$ cat src/rtl/uart_pkg.sv
// Shared UART types: data length, stop bits, parity mode and transmitter FSM states.
// Also holds the parity helper that the transmitter uses when it latches a byte.
package uart_pkg;

  typedef enum logic [1:0] {DBIT5, DBIT6, DBIT7, DBIT8} uart_data_lenght_t;
  typedef enum logic {STOP1, STOP2} uart_stop_bits_t;
  typedef enum logic {EVEN, ODD} uart_parity_mode_t;
  typedef enum logic [2:0] {IDLE, FETCH, START, DATA, PARITY, STOP, BREAK} uart_tx_state_t;

  // Only the first 5+len bits count; ODD starts the XOR at 1 to invert the result.
  function automatic logic tx_parity(input logic [7:0] data,
                                     input uart_data_lenght_t len,
                                     input uart_parity_mode_t mode);
    logic p;
    p = (mode == ODD);
    for (int i = 0; i < 8; i++) begin
      if (i < 5 + int'(len)) p ^= data[i];
    end
    return p;
  endfunction

endpackage

$ cat src/rtl/uart_baud_generator.sv
// Baud tick generator: one-cycle tick every divider_i+1 clocks; clear_i restarts the period.
// The divider is re-sampled on clear and at every wrap, so a live change takes effect next period.
module uart_baud_generator (
  input  logic        clk_i,
  input  logic        rst_i,
  input  logic        clear_i,
  input  logic [14:0] divider_i,
  output logic        tick_o
);

  logic [14:0] r_cnt;
  logic [14:0] r_div;
  logic        w_wrap;

  assign w_wrap = (r_cnt == r_div);
  assign tick_o = ~clear_i & w_wrap;

  always_ff @(posedge clk_i or posedge rst_i) begin
    if (rst_i) begin
      r_cnt <= '0;
      r_div <= '0;
    end else if (clear_i || w_wrap) begin
      r_cnt <= '0;
      r_div <= divider_i;
    end else begin
      r_cnt <= r_cnt + 15'd1;
    end
  end

endmodule

$ cat src/rtl/uart_transmitter.sv
// UART transmitter: start, 5-8 data bits LSB first, optional parity, 1/2 stop bits, OVERSAMPLE ticks per bit.
// Optional line break (port break_i, state BREAK) when UART_TX_BREAK_EN is defined.
module uart_transmitter
  import uart_pkg::*;
#(
  parameter int OVERSAMPLE = 16
) (
  input  logic        clk_i,
  input  logic        rst_i,
  input  logic [7:0]  tx_data_i,
  input  logic        tx_empty_i,
  output logic        tx_fetch_o,
  input  logic        enable_i,
  input  logic        flow_control_i,
  input  logic        cts_i,
  input  logic [1:0]  data_lenght_i,
  input  logic        stop_bits_i,
  input  logic        parity_enable_i,
  input  logic        parity_mode_i,
  input  logic [14:0] divider_i,
  output logic        tx_o,
  output logic        tx_done_o,
  output logic        busy_o
`ifdef UART_TX_BREAK_EN
  ,
  input  logic        break_i
`endif
);

  localparam int OS_W = $clog2(OVERSAMPLE);

  uart_tx_state_t r_state;
  logic            r_cts_meta, r_cts_sync;
  logic [OS_W-1:0] r_os_cnt;
  logic [2:0]      r_bit_cnt, r_last_bit;
  logic [7:0]      r_shift;
  logic            r_parity_en, r_parity, r_two_stop, r_stop_cnt, r_frame;
  logic            r_tx, r_done;
  logic            w_tick, w_bit_end, w_start, w_break, w_clear;

`ifdef UART_TX_BREAK_EN
  assign w_break = break_i;
`else
  assign w_break = 1'b0;
`endif

  assign w_start    = enable_i & ~tx_empty_i & (~flow_control_i | r_cts_sync);
  assign tx_fetch_o = (r_state == IDLE) & w_start & ~w_break;
  assign w_clear    = (r_state == IDLE) | (r_state == FETCH);
  assign w_bit_end  = w_tick & (r_os_cnt == OS_W'(OVERSAMPLE - 1));
  assign tx_o       = r_tx;
  assign tx_done_o  = r_done;
  assign busy_o     = (r_state != IDLE);

  uart_baud_generator u_baud (
    .clk_i     (clk_i),
    .rst_i     (rst_i),
    .clear_i   (w_clear),
    .divider_i (divider_i),
    .tick_o    (w_tick)
  );

  always_ff @(posedge clk_i or posedge rst_i) begin
    if (rst_i) begin
      r_cts_meta <= 1'b0;
      r_cts_sync <= 1'b0;
    end else begin
      r_cts_meta <= cts_i;
      r_cts_sync <= r_cts_meta;
    end
  end

  always_ff @(posedge clk_i or posedge rst_i) begin
    if (rst_i) begin
      r_state     <= IDLE;
      r_os_cnt    <= '0;
      r_bit_cnt   <= '0;
      r_last_bit  <= '0;
      r_shift     <= '0;
      r_parity_en <= 1'b0;
      r_parity    <= 1'b0;
      r_two_stop  <= 1'b0;
      r_stop_cnt  <= 1'b0;
      r_frame     <= 1'b0;
      r_tx        <= 1'b1;
      r_done      <= 1'b0;
    end else begin
      r_done <= 1'b0;
      // Oversample counter wraps to 0 on every bit boundary by width.
      if (w_tick) r_os_cnt <= r_os_cnt + OS_W'(1);
      case (r_state)
        IDLE: begin
          r_os_cnt <= '0;
          r_tx     <= 1'b1;
          if (w_break) begin
            r_state <= BREAK;
            r_frame <= 1'b0;
            r_tx    <= 1'b0;
          end else if (w_start) begin
            r_state <= FETCH;
          end
        end
        FETCH: begin
          r_os_cnt    <= '0;
          r_shift     <= tx_data_i;
          r_last_bit  <= 3'd4 + {1'b0, data_lenght_i};
          r_parity    <= tx_parity(tx_data_i, uart_data_lenght_t'(data_lenght_i),
                                   uart_parity_mode_t'(parity_mode_i));
          r_parity_en <= parity_enable_i;
          r_two_stop  <= (uart_stop_bits_t'(stop_bits_i) == STOP2);
          r_stop_cnt  <= 1'b0;
          r_bit_cnt   <= '0;
          r_frame     <= 1'b1;
          r_tx        <= 1'b0;
          r_state     <= START;
        end
        START: begin
          if (w_bit_end) begin
            r_tx    <= r_shift[0];
            r_shift <= r_shift >> 1;
            r_state <= DATA;
          end
        end
        DATA: begin
          if (w_bit_end) begin
            if (r_bit_cnt == r_last_bit) begin
              r_tx    <= r_parity_en ? r_parity : 1'b1;
              r_state <= r_parity_en ? PARITY : STOP;
            end else begin
              r_tx      <= r_shift[0];
              r_shift   <= r_shift >> 1;
              r_bit_cnt <= r_bit_cnt + 3'd1;
            end
          end
        end
        PARITY: begin
          if (w_bit_end) begin
            r_tx    <= 1'b1;
            r_state <= STOP;
          end
        end
        STOP: begin
          if (w_bit_end) begin
            if (r_two_stop && !r_stop_cnt) begin
              r_stop_cnt <= 1'b1;
            end else begin
              r_done  <= r_frame;
              r_state <= IDLE;
            end
          end
        end
        BREAK: begin
          if (w_bit_end && !w_break) begin
            r_tx       <= 1'b1;
            r_two_stop <= 1'b0;
            r_stop_cnt <= 1'b0;
            r_state    <= STOP;
          end
        end
        default: r_state <= IDLE;
      endcase
    end
  end

endmodule

$ cat config.mk
export PLATFORM = sky130hd
export DESIGN_NAME = uart_transmitter
export DESIGN_NICKNAME = d
export VERILOG_FILES = /design/src/rtl/uart_pkg.sv /design/src/rtl/uart_baud_generator.sv /design/src/rtl/uart_transmitter.sv
export SDC_FILE = /design/constraint.sdc
export NUM_CORES = 1
export LEC_CHECK = 0
export BUFFER_PORTS_ARGS = -buffer_cell sky130_fd_sc_hd__buf_2
export CAP_MARGIN = 20
export CORE_MARGIN = 4
export CORE_UTILIZATION = 45
export CTS_CLUSTER_SIZE = 16
export DETAILED_ROUTE_END_ITERATION = 8
export GPL_TIMING_DRIVEN = 0
export HOLD_SLACK_MARGIN = 0.15
export PLACE_DENSITY = 0.72
export SLEW_MARGIN = 20
export SYNTH_ARGS = -nofsm -noshare
export SYNTH_HDL_FRONTEND = slang
export SYNTH_SLANG_ARGS = --single-unit
$ cat constraint.sdc
create_clock -name clk_i -period 2.9 [get_ports clk_i]
set_input_delay 0.145 -clock clk_i [delete_from_list [all_inputs] [get_ports clk_i]]
set_output_delay 0.145 -clock clk_i [all_outputs]
set_load 0.02 [all_outputs]
==> key figures <==
STA
  • Final worst path period share: 0.931
  • Setup_tns: 0 ns
  • Worst Tran Pin Value: 0.606 ns
  • Setup violators final: 0
  • Slew Limit Fails: 0
  • Max_slew headroom: 0.596
  • RSZ-0062 raised after global routing: no
  • Fmax: 371 MHz
  • Clock Skew: 0.00983 ns
  • Final Hold Viols: 0
  • Period minus WS final: 2.70 ns

Logic synthesis
  • Gate count of the mapped netlist: 288
  • Ys Warns: 0
  • Sequential area share after synthesis: 0.482
  • Top-area cell type share of the netlist area: 0.473
  • Synthesized area: 3070 µm²
  • Asr flop ratio synth: 1.00
  • Largest cells by area after synthesis: dfrtp_1 (47%), mux2_2 (11%), xor2_1 (6.3%), xnor2_1 (5.7%), nor2_1 (3.4%)
  • Number of synthesized flops with an enable pin: 0
  • Most used DFF post-synth: dfrtp_1
  • Synth cell types: 40
  • Top cell type by total area after synthesis: dfrtp_1
  • Syn nets: 325
  • Post-Syn Area per Cell: 10.6 µm²
  • #FFs+latches synth: 59

Setup path
  • Crit. End Element: register
  • Critical path buffers and inverters: 1
  • Critical path launch point type: register
  • Slowest CP cell: or4_4
  • CP delay by family, top: simple AND/OR/NAND/NOR gates
  • Crit-path cells: xor2_1 > or4_4 > nor4_4 > nand3_4 > a2111oi_4 > buf_4 > mux2_2
  • Arrival @ worst endpoint: 2.92 ns
  • WP data required: 3.12 ns
  • CP peak stage delay: 0.56 ns
  • WS Path Type: reg -> reg
  • Worst-path fanout max: 9

Finish
  • Final non-filler cell total: 443
  • Layout net count: 398
  • Share of cells above drive strength 1: 0.257
  • Syn-to-layout area delta: 24.3%
  • N_diodes: 0

Global route
  • Gr ovfl total: 0
  • Vias in the first global route: 2394
  • Pin count of the biggest net entering global routing: 43
  • All-Layer GR Usage: 0.170
  • Wire length of the first global-routing pass: 11300 µm
  • Initial antenna violation count: 0

Clocking
  • CTS sink cnt: 59
  • CTS Buffer Depth: 2
  • Clock buffer count from CTS: 9
  • Worst skew pair latency: 0.33 ns
  • Reg clk slew, reported paths: 0.07 ns
  • H-tree depth: 3
  • Post-CTS sizing: 0
  • Clock root buffer: clkbuf_8
  • CTS tree: done

Pwr
  • Sw power: 0.484 mW
  • Clock group share of total power: 0.401
  • Sw Share: 0.247
  • Leakage: 1.68 nW
  • Pint: 1.47 mW
  • Overall power: 1.96 mW
  • PD cells: 513 nW/µm²
  • Sequential group share of total power: 0.480
  • Logic gate share of total power: 0.119
  • VDD IR max: 0.000350 V

Floorplanning
  • Die Y: 90.5 µm
  • Die W: 90.5 µm
  • Initial Util: 0.472
  • Core footprint: 6490 µm²
  • IO Count: 38
  • FP Rows: 29
  • Die area: 8200 µm²

Placement
  • Final Wtd Congestion: 0.843
  • Post-DP HPWL: 4530 µm
  • Dpl cells: 403
  • IO Port Bufs: 37

Routing
  • Via count: 2379
  • Initial DRC Count: 153
  • Routed Antenna Nets: 0
  • WL final: 6510 µm
  • Vias per cell: 5.37
  • Router iterations before antenna repair: 4
  • Per-cell routed wire length: 14.7 µm
  • DRC: 0

Run status
  • Status: finished clean

Job
  • Max cap viols: 0

Worst hold path
  • Worst hold-check path type: in -> reg
==> power by group through the flow <==
stage                     clock network [mW]  registers (mW)  logic, mW
after detailed placement                   0           0.953      0.209
after global placement                     0           0.949      0.200
final                                  0.784           0.939      0.234
after global routing                   0.836           0.947      0.263
after floorplan                            0           0.938      0.154
after CTS                              0.795           0.937      0.235
==> cells in the mapped netlist, drive strengths merged (2+ instances only) <==
| master | n |
|---|---|
| a21oi | 6 |
| a31o | 2 |
| and3 | 8 |
| clkbuf | 9 |
| dfrtp | 58 |
| ha | 3 |
| inv | 9 |
| mux2 | 29 |
| mux2i | 5 |
| nand2 | 22 |
| nand2b | 5 |
| nand3 | 13 |
| nand4 | 4 |
| nor2 | 28 |
| nor2b | 2 |
| nor3 | 6 |
| nor4 | 6 |
| o211ai | 3 |
| o21ai | 12 |
| xnor2 | 20 |
| xor2 | 22 |
==> area by class of cell <==
cell class	instances	area [µm²]
clock buffers	15	176
clock inverters	1	30.0
flip-flops and latches	59	1480
repair buffers	62	440
fillers	525	2680
plain buffers	10	37.5
multi-input cells	210	1520
inverters	9	36.3
well taps	77	96.3
==> routing by layer <==
layer  share of wire  vias up  track usage
met2            0.46       66        0.272
met1            0.47     1155        0.226
li1                -     1149            -
met4           0.020        0       0.0689
met3           0.047        9       0.0342
met5               0        -            0
==> placed cells by master, fill, tap and decap left out, drive strengths merged, types with 4 or more instances in the layout <==
cell,instances
dfrtp,58
buf,41
mux2,29
nor2,28
clkbuf,24
nand2,22
xor2,22
dlygate4sd3,22
xnor2,20
nand3,13
o21ai,12
inv,9
and3,8
nor3,6
a21oi,6
nor4,6
mux2i,5
nand2b,5
nand4,4
==> worst register-to-register path, delay by kind of cell, from the launching register on <==
kind,cells,cell delay [ns]
simple gates,3,1.02
flops,1,0.43
compound gates,1,0.37
mux,1,0.35
buf+inv,1,0.23
xor+xnor,1,0.19
==> cell families (layout without fill, tap and decap cells) <==
family | Yosys count | count (layout) | share of synthesized area
AND/OR/NAND/NOR | 100 | 100 | 0.170
buffers and inverters | 19 | 97 | 0.0233
XOR/XNOR | 42 | 42 | 0.120
multiplexers | 34 | 34 | 0.123
adder cells (fa/ha/maj) | 3 | 3 | 0.0122
flip-flops | 59 | 59 | 0.482
AO/OA/AOI/OAI | 31 | 31 | 0.0698
==> final timing paths <==
| check | slack (ns) | endpoint | start | depth (start not counted) |
|---|---|---|---|---|
| min in group asynchronous | 0.30 | r_cts_sync$_DFF_PP0_ | rst_i | 3 |
| hold / removal | 0.17 | r_shift[6]$_DFFE_PP0P_ | tx_data_i[6] | 4 |
| setup reg to reg | 0.20 | r_shift[4]$_DFFE_PP0P_ | u_baud.r_cnt[0]$_DFF_PP0_ | 7 |
| hold reg to reg | 0.35 | r_cts_sync$_DFF_PP0_ | r_cts_meta$_DFF_PP0_ | 0 |
| max in group asynchronous | 2.06 | tx_o$_DFFE_PP1P_ | rst_i | 4 |
| setup / recovery | 0.20 | r_shift[4]$_DFFE_PP0P_ | u_baud.r_cnt[0]$_DFF_PP0_ | 7 |
==> registers in the layout, summed over array words and instances, names as in the netlist, 3 cells and up <==
name / cells
r_last_bit: 3
r_bit_cnt: 3
u_baud.r_cnt: 15
u_baud.r_div: 15
r_os_cnt: 4
r_shift: 8
r_state: 3
==> metrics by stage <==
step,cell area [µm²],utilization,worst slack [ns],hold slack [ns]
4_1_cts,3800,0.584,0.0409,0.162
5_1_grt,3810,0.587,0.103,0.202
2_1_floorplan,3070,-,0.318,0.176
3_5_place_dp,3370,0.519,0.00354,0.102
6_report,3810,0.587,0.202,0.171
3_3_place_gp,3350,0.515,0.0439,0.254
==> repair_timing <==
| item | 4_1_cts | 5_1_grt |
|---|---|---|
| hold buffers | 22 | 0 |
| pin swaps | 1 | 1 |
| gates cloned | 0 | 0 |
| endpoints found under the setup margin | 6 | 6 |
| buffers inserted | 0 | 2 |
| endpoints found under the hold margin | 79 | 0 |
(Power assumes the default switching activity.)
